$ cat config.mk
export PLATFORM = sky130hd
export DESIGN_NAME = io_resp
export DESIGN_NICKNAME = d
export VERILOG_FILES = /design/src/rtl/io_resp.sv
export SDC_FILE = /design/constraint.sdc
export NUM_CORES = 1
export LEC_CHECK = 0
export ABC_AREA = 1
export BUFFER_PORTS_ARGS = -buffer_cell sky130_fd_sc_hd__buf_2
export CORE_ASPECT_RATIO = 0.5
export CORE_MARGIN = 5
export CORE_UTILIZATION = 47
export DETAILED_ROUTE_END_ITERATION = 8
export GPL_TIMING_DRIVEN = 0
export PLACE_DENSITY = 0.71
export SYNTH_ARGS = -nofsm -noshare
export SYNTH_HDL_FRONTEND = slang
export SYNTH_SLANG_ARGS = --single-unit
$ cat constraint.sdc
create_clock -name clk -period 2.7 [get_ports clk]
set_clock_uncertainty 0.2 [all_clocks]
set_input_delay 0.27 -clock clk [delete_from_list [all_inputs] [get_ports clk]]
set_output_delay 0.27 -clock clk [all_outputs]
set_load 0.02 [all_outputs]
$ cat src/rtl/io_resp.sv
// I/O responder: bridges decoder INN/OUT requests to per-port valid/ready streams; optional IO_TIMEOUT_EN bounds waits.
// Latency: io_in valid one cycle after the read is served; ext_out_data/valid one cycle after the write is accepted.
// Backpressure: stall held while the selected read buffer is empty or the selected write register is still occupied.
module io_resp #(
  parameter int NUBITS = 32,
  parameter int NUIOIN = 4,
  parameter int NUIOOU = 4,
  parameter int NBIOAD = 2,
  parameter int TMOUT  = 1023
) (
  input  logic                      clk,
  input  logic                      rst,
  input  logic                      req_in,
  input  logic [NBIOAD-1:0]         addr_in,
  output logic [NUBITS-1:0]         io_in,
  input  logic                      out_en,
  input  logic [NBIOAD-1:0]         addr_out,
  input  logic [NUBITS-1:0]         io_out,
  output logic                      stall,
  input  logic [NUIOIN*NUBITS-1:0]  ext_in_data,
  input  logic [NUIOIN-1:0]         ext_in_valid,
  output logic [NUIOIN-1:0]         ext_in_ready,
  output logic [NUIOOU*NUBITS-1:0]  ext_out_data,
  output logic [NUIOOU-1:0]         ext_out_valid,
  input  logic [NUIOOU-1:0]         ext_out_ready,
  output logic                      io_err
);

  localparam int IW = (NUIOIN > 1) ? $clog2(NUIOIN) : 1;
  localparam int OW = (NUIOOU > 1) ? $clog2(NUIOOU) : 1;
  localparam logic [NBIOAD:0] IN_LIM  = (NBIOAD+1)'(NUIOIN);
  localparam logic [NBIOAD:0] OUT_LIM = (NBIOAD+1)'(NUIOOU);

  if (TMOUT < 1) begin : gBadTmout
    $error("io_resp: TMOUT must be at least 1");
  end

  typedef enum logic [1:0] {IDLE, IN_WAIT, OUT_WAIT} stateT;

  stateT             state, nextState;
  logic [NUBITS-1:0] bufQ [NUIOIN];
  logic [NUIOIN-1:0] bufV, inTake, rdClr;
  logic [NUIOOU-1:0] outV, wrSel;
  logic [IW-1:0]     inIdx, latIn, rdIdx;
  logic [OW-1:0]     outIdx, latOut, wrIdx;
  logic [NUBITS-1:0] latDat, wrDat;
  logic inOk, outOk, rdFire, rdZero, wrFire, setErr, latchIn, latchOut, waitReq, timeout;

  assign inIdx  = addr_in[IW-1:0];
  assign outIdx = addr_out[OW-1:0];
  assign inOk   = {1'b0, addr_in} < IN_LIM;
  assign outOk  = {1'b0, addr_out} < OUT_LIM;

  assign ext_in_ready  = ~bufV;
  assign ext_out_valid = outV;
  assign inTake        = ext_in_valid & ~bufV;
  assign rdClr         = rdFire ? (NUIOIN'(1) << rdIdx) : '0;
  assign wrSel         = wrFire ? (NUIOOU'(1) << wrIdx) : '0;
  // Reset must release the pipeline at once, even while the decoder still holds its request.
  assign stall         = waitReq & rst;

`ifdef IO_TIMEOUT_EN
  localparam int CW = $clog2(TMOUT + 1);
  logic [CW-1:0] waitCnt;

  assign timeout = (waitCnt == CW'(TMOUT));

  always_ff @(posedge clk or negedge rst) begin
    if (!rst) waitCnt <= '0;
    else      waitCnt <= (nextState != IDLE) ? waitCnt + CW'(1) : '0;
  end
`else
  assign timeout = 1'b0;
`endif

  always_comb begin
    nextState = state;
    waitReq   = 1'b0;
    rdFire    = 1'b0;
    rdZero    = 1'b0;
    rdIdx     = inIdx;
    wrFire    = 1'b0;
    wrIdx     = outIdx;
    wrDat     = io_out;
    setErr    = 1'b0;
    latchIn   = 1'b0;
    latchOut  = 1'b0;
    unique case (state)
      IDLE: begin
        if (req_in) begin
          setErr = out_en;
          if (!inOk) begin
            rdZero = 1'b1;
            setErr = 1'b1;
          end else if (bufV[inIdx]) begin
            rdFire = 1'b1;
          end else begin
            waitReq   = 1'b1;
            latchIn   = 1'b1;
            nextState = IN_WAIT;
          end
        end else if (out_en) begin
          if (!outOk) begin
            setErr = 1'b1;
          end else if (!outV[outIdx] || ext_out_ready[outIdx]) begin
            wrFire = 1'b1;
          end else begin
            waitReq   = 1'b1;
            latchOut  = 1'b1;
            nextState = OUT_WAIT;
          end
        end
      end
      IN_WAIT: begin
        rdIdx = latIn;
        if (bufV[latIn]) begin
          rdFire    = 1'b1;
          nextState = IDLE;
        end else if (timeout) begin
          rdZero    = 1'b1;
          setErr    = 1'b1;
          nextState = IDLE;
        end else begin
          waitReq = 1'b1;
        end
      end
      OUT_WAIT: begin
        wrIdx = latOut;
        wrDat = latDat;
        if (ext_out_ready[latOut]) begin
          wrFire    = 1'b1;
          nextState = IDLE;
        end else if (timeout) begin
          setErr    = 1'b1;
          nextState = IDLE;
        end else begin
          waitReq = 1'b1;
        end
      end
      default: nextState = IDLE;
    endcase
  end

  always_ff @(posedge clk or negedge rst) begin
    if (!rst) begin
      state        <= IDLE;
      io_in        <= '0;
      io_err       <= 1'b0;
      bufV         <= '0;
      outV         <= '0;
      ext_out_data <= '0;
      latIn        <= '0;
      latOut       <= '0;
      latDat       <= '0;
      for (int i = 0; i < NUIOIN; i++) bufQ[i] <= '0;
    end else begin
      state  <= nextState;
      io_err <= io_err | setErr;
      if (rdFire)      io_in <= bufQ[rdIdx];
      else if (rdZero) io_in <= '0;
      if (latchIn)  latIn <= inIdx;
      if (latchOut) begin
        latOut <= outIdx;
        latDat <= io_out;
      end
      // A read clears a full slot whose ready was low, so refill can only start next cycle.
      bufV <= (bufV & ~rdClr) | inTake;
      for (int i = 0; i < NUIOIN; i++)
        if (inTake[i]) bufQ[i] <= ext_in_data[i*NUBITS +: NUBITS];
      outV <= (outV & ~ext_out_ready) | wrSel;
      for (int i = 0; i < NUIOOU; i++)
        if (wrSel[i]) ext_out_data[i*NUBITS +: NUBITS] <= wrDat;
    end
  end

endmodule

Yosys cells after proc, flatten, opt, wreduce, memory -nomap -nowiden. Index checks and enable logic that the tools add are counted.

Flip-flop bits (word level): 335. Input bits: 176. Output and inout port bits: 170. Word-level logic and storage cells: 93.

Magnitude comparators: 5. Equality and inequality tests: 7. Shifts and indexed selects: 2. Muxes and demuxes: 48. Bitwise gates (word level): 11. Reductions and logical operators: 4.

Operator list (count): 32-bit 2-to-1 mux (4); 32-bit binary-select mux with 2-bit select (1); 1-bit 2-to-1 mux (24); 2-bit 2-to-1 mux (8); 4-bit AND (3); 2-bit by 3-bit less-than comparator with 1-bit output (second input constant) (4); 4-bit inverter (3); 1-bit binary-select mux with 2-bit select (5); 3-bit != test (second input constant) (3); 4-bit 2-to-1 mux (2); 4-bit bitwise OR (2); 1-bit by 2-bit << shifter with 4-bit output (first input constant) (2); 2-bit one-hot mux with 3 select lines (1); 5-bit AND reduction (1); 2-bit != test (second input constant) (2); 1-bit one-hot mux with 2 select lines (2); 3-bit greater-or-equal comparator (second input constant) (1); 2-bit inverter with 3-bit output (1); 1-bit one-hot mux with 3 select lines (1); 2-bit by 1-bit == test with 1-bit output (second input constant) (1); 2-bit == test (second input constant) (1); 2-bit logical NOT (1); 1-bit AND (1); 1-bit logical NOT (1); 2 further kinds (2).

Longest topological paths before layout. Gate-level depths: netlist (run 1).

Depth in word-level cells: 10. Depth in mapped cells: 12. Gate-level depth less buffers: 10.

Worst setup path after synthesis (run 1). No wires, ideal clock.

Path kind: register to output. Start: register state[0]. End: output stall. Data arrival time: 1423 ps. Required time: 2230 ps. Setup slack: 807 ps. Cell stages (with the launch flop): 9. Buffers on the path: 1. Cell sequence: dfrtp_1 -> inv_1 -> nand2_1 -> nor3_2 -> nand3_1 -> buf_2 -> inv_1 -> nor2_1 -> nor2_1.

Cells in the longest elaborated chain, start to end: 3. Elaborated cells between the ends (all ways): 5. Classes of those cells: eq/ne (2); mux (1); bitwise (1); reduce/logical (1).

Ends and longest elaborated chain: from (decl) (RTL line 40) `stateT state, nextState;`; from (signal assigned) (RTL line 157) `state <= nextState;`; 2-bit == test, or another cell as far along (RTL line 88) `unique case (state)`; 1-bit one-hot mux with 3 select lines (*) (RTL line 88); 1-bit AND (*) (RTL line 60) `assign stall = waitReq & rst;`; to (decl) (RTL line 19) `output logic stall,`.

Mark *: on every way between the ends. The rest lies on a longest branch, timed or not.

Worst setup path in the final report (run 1). Ends and elaborated chain as after synthesis.

==> key figures, run 1 <==
Worst hold path
  – Worst min path class: in2reg
  – Hold Path Cell Cnt: 3

Logic synthesis
  – Mean Syn Cell Area: 9.08 µm²
  – Synth Instances: 1610
  – Number of distinct library cells after synthesis: 22
  – Syn nets: 1786
  – Mapped cell area: 14600 µm²
  – Syn. warnings: 0
  – Flops & latches, synth: 335
  – Seq/Total Area, Yosys: 57.4%

Power
  – PD cells: 1150 nW/µm²
  – Reg power frac: 38.8%
  – Cell Int Power: 13.5 mW
  – Sw Ratio: 40.6%
  – NetSw: 9.21 mW
  – Logic pwr share: 41.0%
  – Clock network fraction of total power: 20.1%
  – Leakage Power: 10.6 nW
  – Total Power: 22.7 mW
  – VDD IR max: 524 µV

Die
  – Core area: 30500 µm²
  – I/O Pins: 346
  – Die X: 259 µm
  – Die H: 135 µm
  – Die ar.: 34900 µm²
  – Site Rows: 45
  – Initial Utilization: 48.0%

Worst setup path
  – Setup crit start kind: register
  – Required time worst endpoint: 2.23 ns
  – Max incr delay on CP: 0.38 ns
  – R2r worst-path depth: 8
  – Crit. End Element: primary output
  – Crit path arrival time: 2.02 ns
  – Slowest CP cell: dfrtp_1
  – Critical path, cell by cell: inv_1 > nand2_4 > inv_4 > buf_4 > nand2_1 > nand3_1 > nor2_1 > nor2_1 > buf_2
  – Crit path max-delay family: buffers and inverters
  – Setup Crit Path Kind: reg2out
  – Crit path depth: 9
  – Buf/Inv on CP: 4
  – Crit path max fanout: 12
  – Most used cell, CP: nor2_1

STA
  – Post-route worst setup slack: 0.209 ns
  – Max transition margin: 53.3%
  – Final period util: 92.3%
  – Worst-margin pin slew: 0.693 ns
  – Final number of max-transition violations: 0
  – Max Fclk: 0.401 GHz
  – Final setup TNS: 0 ns
  – RSZ-0062 raised after global routing: false
  – Final min period: 2.49 ns
  – Final Hold Vio Count: 0
  – Setup violators final: 0

Routing
  – DRC viols: 0
  – DRT Pass-1 Iters: 5
  – Detailed Route Iter0 Violations: 1099
  – Post-Route WL: 48100 µm
  – Drt wl/cell: 18.5 µm
  – Routed Antenna Nets: 0
  – Vias per cell: 5.10
  – Total number of vias: 13281

Cells and area
  – P&R area growth vs syn: 35.1%
  – Layout cells sized above 1: 28.3%
  – # nets final: 2337
  – Fill cells: 2503

Run status
  – Status: complete, no violations

Clock tree
  – Sink Count: 335
  – Num CTS Buffers: 29
  – Clk buf depth: 3
  – CTS H-tree depth: 1
  – Clk_lat worst skew: 0.56 ns
  – TritonCTS clock tree: yes
  – Root Driver: clkbuf_16
  – Worst-path clk slew: 0.07 ns

Placement
  – Setup WS pre-CTS: 0.433 ns
  – Number of port buffers: 345
  – GPL Wtd Cong: 0.878
  – DP HPWL: 32000 µm

Global route
  – First-pass GRT wire length: 74800 µm
  – Largest net degree at the start of global routing: 116
  – Total grt overflow: 0
  – Vias in the first global route: 13349
  – Total GRT Usage: 27.0%
  – Initial antenna violation count: 3

Job
  – Total of max-cap violations: 0
## tightest hold or removal path, cell delays in order
cell	delay [ns]
buf_2	0.10
nand2_1	0.23
mux2_2	0.21
## cell usage after synthesis
| cell | number | area share (%) |
|---|---|---|
| buf_2 | 65 | 2.2 |
| mux2_2 | 128 | 9.9 |
| dfrtp_1 | 335 | 57 |
| inv_1 | 55 | 1.4 |
| o21ai_1 | 20 | 0.69 |
| nand2_1 | 764 | 20 |
| nor2_4 | 3 | 0.23 |
| buf_4 | 11 | 0.57 |
| nor2_2 | 1 | 0.043 |
| buf_6 | 1 | 0.077 |
| buf_1 | 2 | 0.051 |
| clkbuf_1 | 11 | 0.28 |
| nand3_1 | 149 | 5.1 |
| nor3_2 | 1 | 0.069 |
| nand2_2 | 3 | 0.13 |
| o21ai_2 | 1 | 0.060 |
| a21o_1 | 1 | 0.051 |
| nor2_1 | 4 | 0.10 |
| inv_2 | 4 | 0.10 |
| o21ai_4 | 2 | 0.22 |
| o21ai_0 | 48 | 1.6 |
| nand2_4 | 1 | 0.077 |
## worst paths after layout
check | start | end | slack (ns)
setup / recovery | state[0] | stall | 0.21
hold / removal | ext_in_valid[0] | bufQ[127] | 0.08
setup reg to reg | state[1] | io_in[17] | 0.52
hold reg to reg | ext_out_data[26] | ext_out_data[26] | 0.27
max in group asynchronous | rst | bufQ[68] | 1.60
min in group asynchronous | rst | ext_out_data[26] | 0.09
## registers in the layout (all words and copies together) (netlist names)
name	cells
ext_out_data	128
io_err	1
bufQ	128
latDat	32
latOut	2
ext_out_valid	4
latIn	2
bufV	4
state	2
io_in	32
## power groups by stage
stage | clock network [mW] | logic, mW | registers [mW]
floorplan | 0 | 4.64 | 9.95
global placement | 0 | 8.86 | 8.78
detailed placement | 0 | 9.03 | 8.84
CTS | 4.63 | 9.28 | 8.77
global route | 4.85 | 10.2 | 9.07
finish | 4.57 | 9.32 | 8.81
## layout make-up
cell class | instances | area [µm²] | area share, %
Tap cell | 423 | 529 | 2.68
Inverter | 59 | 224 | 1.13
Buffer | 88 | 460 | 2.33
Clock buffer | 36 | 772 | 3.91
Sequential cell | 335 | 8380 | 42.5
Clock inverter | 14 | 231 | 1.17
Multi-Input combinational cell | 1126 | 5560 | 28.2
Antenna cell | 3 | 7.51 | 0.0380
Timing Repair Buffer | 522 | 3570 | 18.1
## placed cells by master (no fill, tap or decap), types with 3 or more instances in the layout
| cell | n |
|---|---|
| buf_4 | 13 |
| dlygate4sd3_1 | 172 |
| clkbuf_16 | 29 |
| clkinv_2 | 5 |
| nor2_4 | 3 |
| o21ai_0 | 48 |
| o21ai_1 | 20 |
| dfrtp_1 | 335 |
| mux2_2 | 128 |
| clkbuf_1 | 16 |
| bufinv_16 | 6 |
| nand3_1 | 148 |
| inv_1 | 55 |
| nor2_1 | 3 |
| nand2_2 | 3 |
| nand2_1 | 764 |
| buf_2 | 406 |
| buf_16 | 3 |
| inv_2 | 3 |
| diode_2 | 3 |
## routing by layer
metal	wire length, µm	vias to the layer above	track usage (%)
met5	0	-	0
li1	-	6231	-
met4	2240	0	11.1
met2	24400	452	47.5
met1	19100	6461	33.7
met3	2370	137	3.98
## through the flow
step / std cells / utilization, % / instance area, µm² / hold slack, ns
floorplan: 1610 / - / 14600 / -0.226
global placement: 2378 / 55.4 / 16900 / 0.250
detailed placement: 2381 / 55.7 / 17000 / -0.0216
CTS: 2603 / 64.7 / 19700 / 0.0722
global route: 2606 / 64.8 / 19700 / 0.0700
finish: 2606 / 64.8 / 19700 / 0.0836
## timing repair
action                     CTS  global route
setup endpoints to repair    1             1
hold endpoints to repair   559             0
resized for setup            3             4
setup buffers                0             1
hold buffers               173             0
pin swaps                    0             1
## logic make-up (layout without fill, tap and decap cells)
kind of cell	count (synthesis)	count (layout)	share of synthesized area, %
buf+inv	149	719	4.72
flops	335	335	57.4
simple gates	926	926	25.4
compound gates	72	72	2.66
mux	128	128	9.86
other cells	0	3	0
No activity file was read; power rests on OpenSTA's default activity.
==> run 2, diff against run 1 <==
--- a/config.mk
+++ b/config.mk
@@ -13,6 +13,7 @@
 export DETAILED_ROUTE_END_ITERATION = 8
 export GPL_TIMING_DRIVEN = 0
 export PLACE_DENSITY = 0.71
+export REMOVE_ABC_BUFFERS = 1
 export SYNTH_ARGS = -nofsm -noshare
 export SYNTH_HDL_FRONTEND = slang
 export SYNTH_SLANG_ARGS = --single-unit
==> run 2 against run 1 <==
  * The flow now finishes with violations (negative hold slack)
  * Core utilization increased by 0.078 points
  * Flip-flop and latch count unchanged
  * Die area unchanged
  * Clock-buffer cell count increased by 11
  * Power increased by 0.11%
  * Sequential share of layout area decreased by 0.051 points
  * Critical path type is now reg2reg
  * Largest power group unchanged
==> key figures, run 2 (same netlist as run 1, synthesis figures left out) <==
STA
  – Max transition margin: 40.7%
  – Setup violators final: 0
  – Worst hold slack: -0.519 ns
  – Max Fclk: 0.385 GHz
  – Final min period: 2.60 ns
  – Final number of max-transition violations: 0
  – Final period util: 96.1%
  – Post-route worst setup slack: 0.104 ns
  – Final Hold Vio Count: 106
  – Worst-margin pin slew: 0.890 ns

Routing
  – Routed Antenna Nets: 0
  – DRC viols: 0
  – Drt wl/cell: 18.5 µm
  – Detailed Route Iter0 Violations: 969
  – Total number of vias: 13068
  – DRT Pass-1 Iters: 5
  – Vias per cell: 5.12
  – Post-Route WL: 47200 µm

Worst setup path
  – Max incr delay on CP: 0.61 ns
  – Required time worst endpoint: 3.00 ns
  – Crit. End Element: register
  – Critical path, cell by cell: inv_1 > nand2_1 > nand2_1 > o21ai_4 > buf_16 > inv_2 > nand2_1 > nand2_1 > nand2_1 > nand2_1
  – Setup Crit Path Kind: reg2reg
  – Most used cell, CP: nand2_1
  – Crit path arrival time: 2.89 ns
  – Setup crit start kind: register
  – Slowest CP cell: inv_2
  – Crit path max fanout: 34

Placement
  – GPL Wtd Cong: 0.833
  – Setup WS pre-CTS: -1.21 ns
  – Number of port buffers: 345
  – DP HPWL: 26900 µm

Run status
  – Violated checks: negative hold slack
  – Status: finished with violations

Clock tree
  – TritonCTS clock tree: yes
  – Num CTS Buffers: 30
  – Root Driver: clkbuf_16
  – Worst-path clk slew: 0.08 ns
  – Clk_lat worst skew: 0.56 ns
  – Post-CTS Hold Fix Bufs: 170
  – Sink Count: 335
  – CTS H-tree depth: 1
  – Clk buf depth: 3

Global route
  – Largest net degree at the start of global routing: 92
  – Initial antenna violation count: 5
  – Total GRT Usage: 26.3%
  – Total grt overflow: 0
  – First-pass GRT wire length: 73200 µm
  – Vias in the first global route: 13205

Power
  – PD cells: 1150 nW/µm²
  – Leakage Power: 10.6 nW
  – Total Power: 22.7 mW
  – VDD IR max: 618 µV

Cells and area
  – Largest registers: bufQ: 128 flops, ext_out_data: 128 flops
  – Most common cell after layout, fill and taps aside: nand2_1
  – Layout cells sized above 1: 27.4%
  – Fill cells: 2459
  – Most frequent cells in the layout: nand2_1 (754), buf_2 (344), dfrtp_1 (335)
  – P&R area growth vs syn: 35.2%
  – # nets final: 2277

Die
  – Initial Utilization: 48.0%
  – Site Rows: 45
  – Core area: 30500 µm²
  – I/O Pins: 346
  – Die H: 135 µm
  – Die X: 259 µm
  – Die ar.: 34900 µm²

Worst hold path
  – Worst min path class: in2async

Job
  – Total of max-cap violations: 0
[run 2: what timing repair did]
action	CTS	global route
endpoints found under the hold margin	332	83
resized for setup	14	6
buffers inserted	6	10
pin swaps	5	3
endpoints found under the setup margin	165	131
cloned	7	0
[run 2: area by class of cell]
| cell class | count | area [µm²] | share of cell area, % |
|---|---|---|---|
| Antenna cell | 5 | 12.5 | 0.0633 |
| Inverter | 59 | 238 | 1.20 |
| Tap cell | 423 | 529 | 2.68 |
| Timing Repair Buffer | 542 | 3840 | 19.4 |
| Clock buffer | 47 | 906 | 4.58 |
| Sequential cell | 335 | 8380 | 42.4 |
| Clock inverter | 8 | 121 | 0.614 |
| Timing Repair inverter | 1 | 7.51 | 0.0380 |
| Multi-Input combinational cell | 1132 | 5720 | 29.0 |
[run 2: power breakdown]
part | switching [mW] | internal, mW | total [mW]
registers | 1.33 | 7.44 | 8.77
clock network | 1.94 | 2.59 | 4.53
logic | 5.97 | 3.45 | 9.42
[run 2: layer usage]
metal	GRT usage, %	part of all wire [%]	vias to the layer above
li1	-	-	6113
met1	32.8	39	6350
met2	46.5	51	461
met3	3.66	5.0	144
met4	11.5	4.9	0
met5	0	0	-
[run 2: path summary, 6_finish.rpt]
kind                             startpoint  cells after the start  slack, ns               end
setup / recovery                   state[1]                     10       0.10         io_in[25]
hold / removal                          rst                      1      -0.52  ext_out_data[71]
setup reg to reg                   state[1]                     10       0.10         io_in[25]
hold reg to reg            ext_out_data[98]                      2       0.27  ext_out_data[98]
max in group asynchronous               rst                      4       1.14          bufQ[90]
min in group clk                     req_in                      5       0.02          state[0]
[run 2: critical path: cells and delay by family (launching register included)]
family          cells  cell delay (ns)
buf+inv             3             0.92
simple gates        6             0.75
flops               1             0.42
compound gates      1             0.18
[run 2: stage by stage]
step	hold slack, ns	utilization [%]	TNS (ns)	cell area, µm²	instances
6_report	-0.519	64.9	0	19800	2552
3_3_place_gp	0.240	53.8	-2256.54	16400	2288
3_5_place_dp	0.102	55.0	-154.88	16700	2299
2_1_floorplan	-0.226	-	-143.12	14100	1520
5_1_grt	-0.459	64.9	-0.0133	19800	2552
4_1_cts	-0.489	64.5	0	19600	2537
==> run 3, diff against run 2 <==
--- a/config.mk
+++ b/config.mk
@@ -12,7 +12,7 @@
 export CORE_UTILIZATION = 47
 export DETAILED_ROUTE_END_ITERATION = 8
 export GPL_TIMING_DRIVEN = 0
-export PLACE_DENSITY = 0.71
+export PLACE_DENSITY = 0.74
 export REMOVE_ABC_BUFFERS = 1
 export SYNTH_ARGS = -nofsm -noshare
 export SYNTH_HDL_FRONTEND = slang
==> constraint.sdc (replaced) <==
create_clock -name clk -period 2.2 [get_ports clk]
set_clock_uncertainty 0.2 [all_clocks]
set_input_delay 0.22 -clock clk [delete_from_list [all_inputs] [get_ports clk]]
set_output_delay 0.22 -clock clk [all_outputs]
set_load 0.02 [all_outputs]
==> run 3 against run 2 <==
  * The flow finishes with violations (negative hold slack, negative setup slack)
  * Worst setup slack worse by 0.35 ns
  * Critical path depth decreased by 1
  * Die area stayed put
  * Worst hold slack lost 0.041 ns
  * Final cell count up 0.98%
  * Non-clock buffer count rose by 21
  * Critical endpoint is now stall
  * Largest cell class unchanged
  * Largest power group unchanged
==> key figures, run 3 (same netlist as run 1, synthesis figures left out) <==
Run status
  – Status: finished with violations
  – Violated checks: negative hold slack, negative setup slack

Cells and area
  – # nets final: 2305
  – Most frequent cells in the layout: nand2_1 (749), buf_2 (343), dfrtp_1 (333)
  – P&R area growth vs syn: 38.0%
  – Largest registers: bufQ: 128 flops, ext_out_data: 128 flops
  – Fill cells: 2292
  – Most common cell after layout, fill and taps aside: nand2_1
  – Layout cells sized above 1: 28.6%

Die
  – I/O Pins: 346
  – Site Rows: 45
  – Initial Utilization: 48.0%
  – Core area: 30500 µm²
  – Die X: 259 µm
  – Die ar.: 34900 µm²
  – Die H: 135 µm

Worst hold path
  – Worst min path class: in2async

Clock tree
  – CTS H-tree depth: 1
  – Sink Count: 335
  – Num CTS Buffers: 30
  – Post-CTS Hold Fix Bufs: 177
  – Clk buf depth: 3
  – Root Driver: clkbuf_16
  – TritonCTS clock tree: yes
  – Clk_lat worst skew: 0.58 ns
  – Worst-path clk slew: 0.07 ns

Worst setup path
  – Max incr delay on CP: 0.46 ns
  – Crit path max-delay family: simple AND/OR/NAND/NOR gates
  – Crit. End Element: primary output
  – Crit path max fanout: 5
  – Buf/Inv on CP: 2
  – Reg2reg setup slack: -0.16 ns
  – Setup crit start kind: register
  – Required time worst endpoint: 1.78 ns
  – Slowest CP cell: dfrtp_2
  – Crit path arrival time: 2.03 ns
  – Setup Crit Path Kind: reg2out
  – Critical path, cell by cell: inv_1 > nand2_1 > nand3_1 > nand2_1 > nand2_2 > nand3_1 > nor2_1 > nor2_1 > buf_4

STA
  – Final min period: 2.45 ns
  – Max Fclk: 0.409 GHz
  – Final setup TNS: -1.85 ns
  – Max transition margin: 54.5%
  – Worst-margin pin slew: 0.680 ns
  – Final period util: 111%
  – Setup violators final: 33
  – Final Hold Vio Count: 129
  – Post-route worst setup slack: -0.247 ns
  – Final number of max-transition violations: 0
  – Worst hold slack: -0.560 ns
  – RSZ-0062 raised after global routing: true

Routing
  – Post-Route WL: 53600 µm
  – DRT Pass-1 Iters: 6
  – DRC viols: 0
  – Vias per cell: 5.33
  – Detailed Route Iter0 Violations: 1313
  – Total number of vias: 13741
  – Drt wl/cell: 20.8 µm
  – Routed Antenna Nets: 0

Placement
  – Number of port buffers: 345
  – Setup WS pre-CTS: -1.90 ns
  – GPL Wtd Cong: 0.824
  – DP HPWL: 26900 µm

Global route
  – Vias in the first global route: 14132
  – Initial antenna violation count: 4
  – Total grt overflow: 0
  – Total GRT Usage: 28.9%
  – Largest net degree at the start of global routing: 114
  – First-pass GRT wire length: 79300 µm

Power
  – PD cells: 1410 nW/µm²
  – VDD IR max: 852 µV
  – Leakage Power: 10.7 nW

Job
  – Total of max-cap violations: 0
-- run 3: changes by cell type in the layout (fill, tap and decap cells not counted), sizes merged --
cell / before / now
bufinv: 3 / 1
inv: 58 / 60
clkinv: 4 / 8
nand2: 770 / 775
dlygate4sd3: 170 / 175
buf: 372 / 387
clkbuf: 47 / 43
-- run 3: power breakdown --
| group | switching [mW] | internal (mW) |
|---|---|---|
| Combinational | 7.90 | 4.47 |
| Sequential | 1.75 | 9.14 |
| Clock | 2.46 | 2.78 |
-- run 3: routing by layer --
metal  global-route usage [%]  wire length (µm)  up-vias
li1                         -                 -     6177
met1                     35.4             20400     6595
met2                     49.6             26500      721
met3                     5.40              3440      248
met4                     15.1              3180        0
met5                        0                 0        -
-- run 3: path summary, 6_finish.rpt --
kind / start / end / cells past startpoint
max: latOut[0] / stall / 9
min: rst / bufQ[94] / 3
max reg2reg: state[1] / io_in[5] / 9
min reg2reg: ext_out_data[82] / ext_out_data[82] / 2
max in group asynchronous: rst / bufQ[15] / 5
min in group clk: ext_in_valid[0] / bufQ[109] / 3
-- run 3: worst min-delay path, delay by kind of cell --
kind                   cells  cell delay, ns
buffers and inverters      3            0.34
-- run 3: final cells by class --
class                      instances  area (µm²)  share of cell area (%)
timing repair buffer             563        4110                    20.4
inverter                          59         249                    1.23
clock inverter                    10         104                   0.515
sequential                       335        8390                    41.6
timing repair inverter             3        25.0                   0.124
clock buffer                      42         836                    4.14
multi-input combinational       1137        5920                    29.4
tap                              423         529                    2.62
antenna                            5        12.5                  0.0620
-- run 3: repair_timing --
| item | CTS | global route |
|---|---|---|
| gates resized for setup | 46 | 10 |
| endpoints found under the setup margin | 190 | 162 |
| hold endpoints to repair | 424 | 129 |
| pin swaps | 13 | 6 |
| gates cloned | 12 | 3 |
| buffers inserted | 25 | 4 |
-- run 3: through the flow --
stage	instances	power, mW	hold WS [ns]	util [%]	instance area, µm²
2_1_floorplan	1520	17.6	-0.276	-	14100
3_3_place_gp	2288	21.2	0.240	53.8	16400
3_5_place_dp	2299	21.7	-0.104	54.9	16700
4_1_cts	2565	27.9	-0.568	65.7	20000
5_1_grt	2576	30.2	-0.550	66.2	20200
6_report	2577	28.5	-0.560	66.2	20200
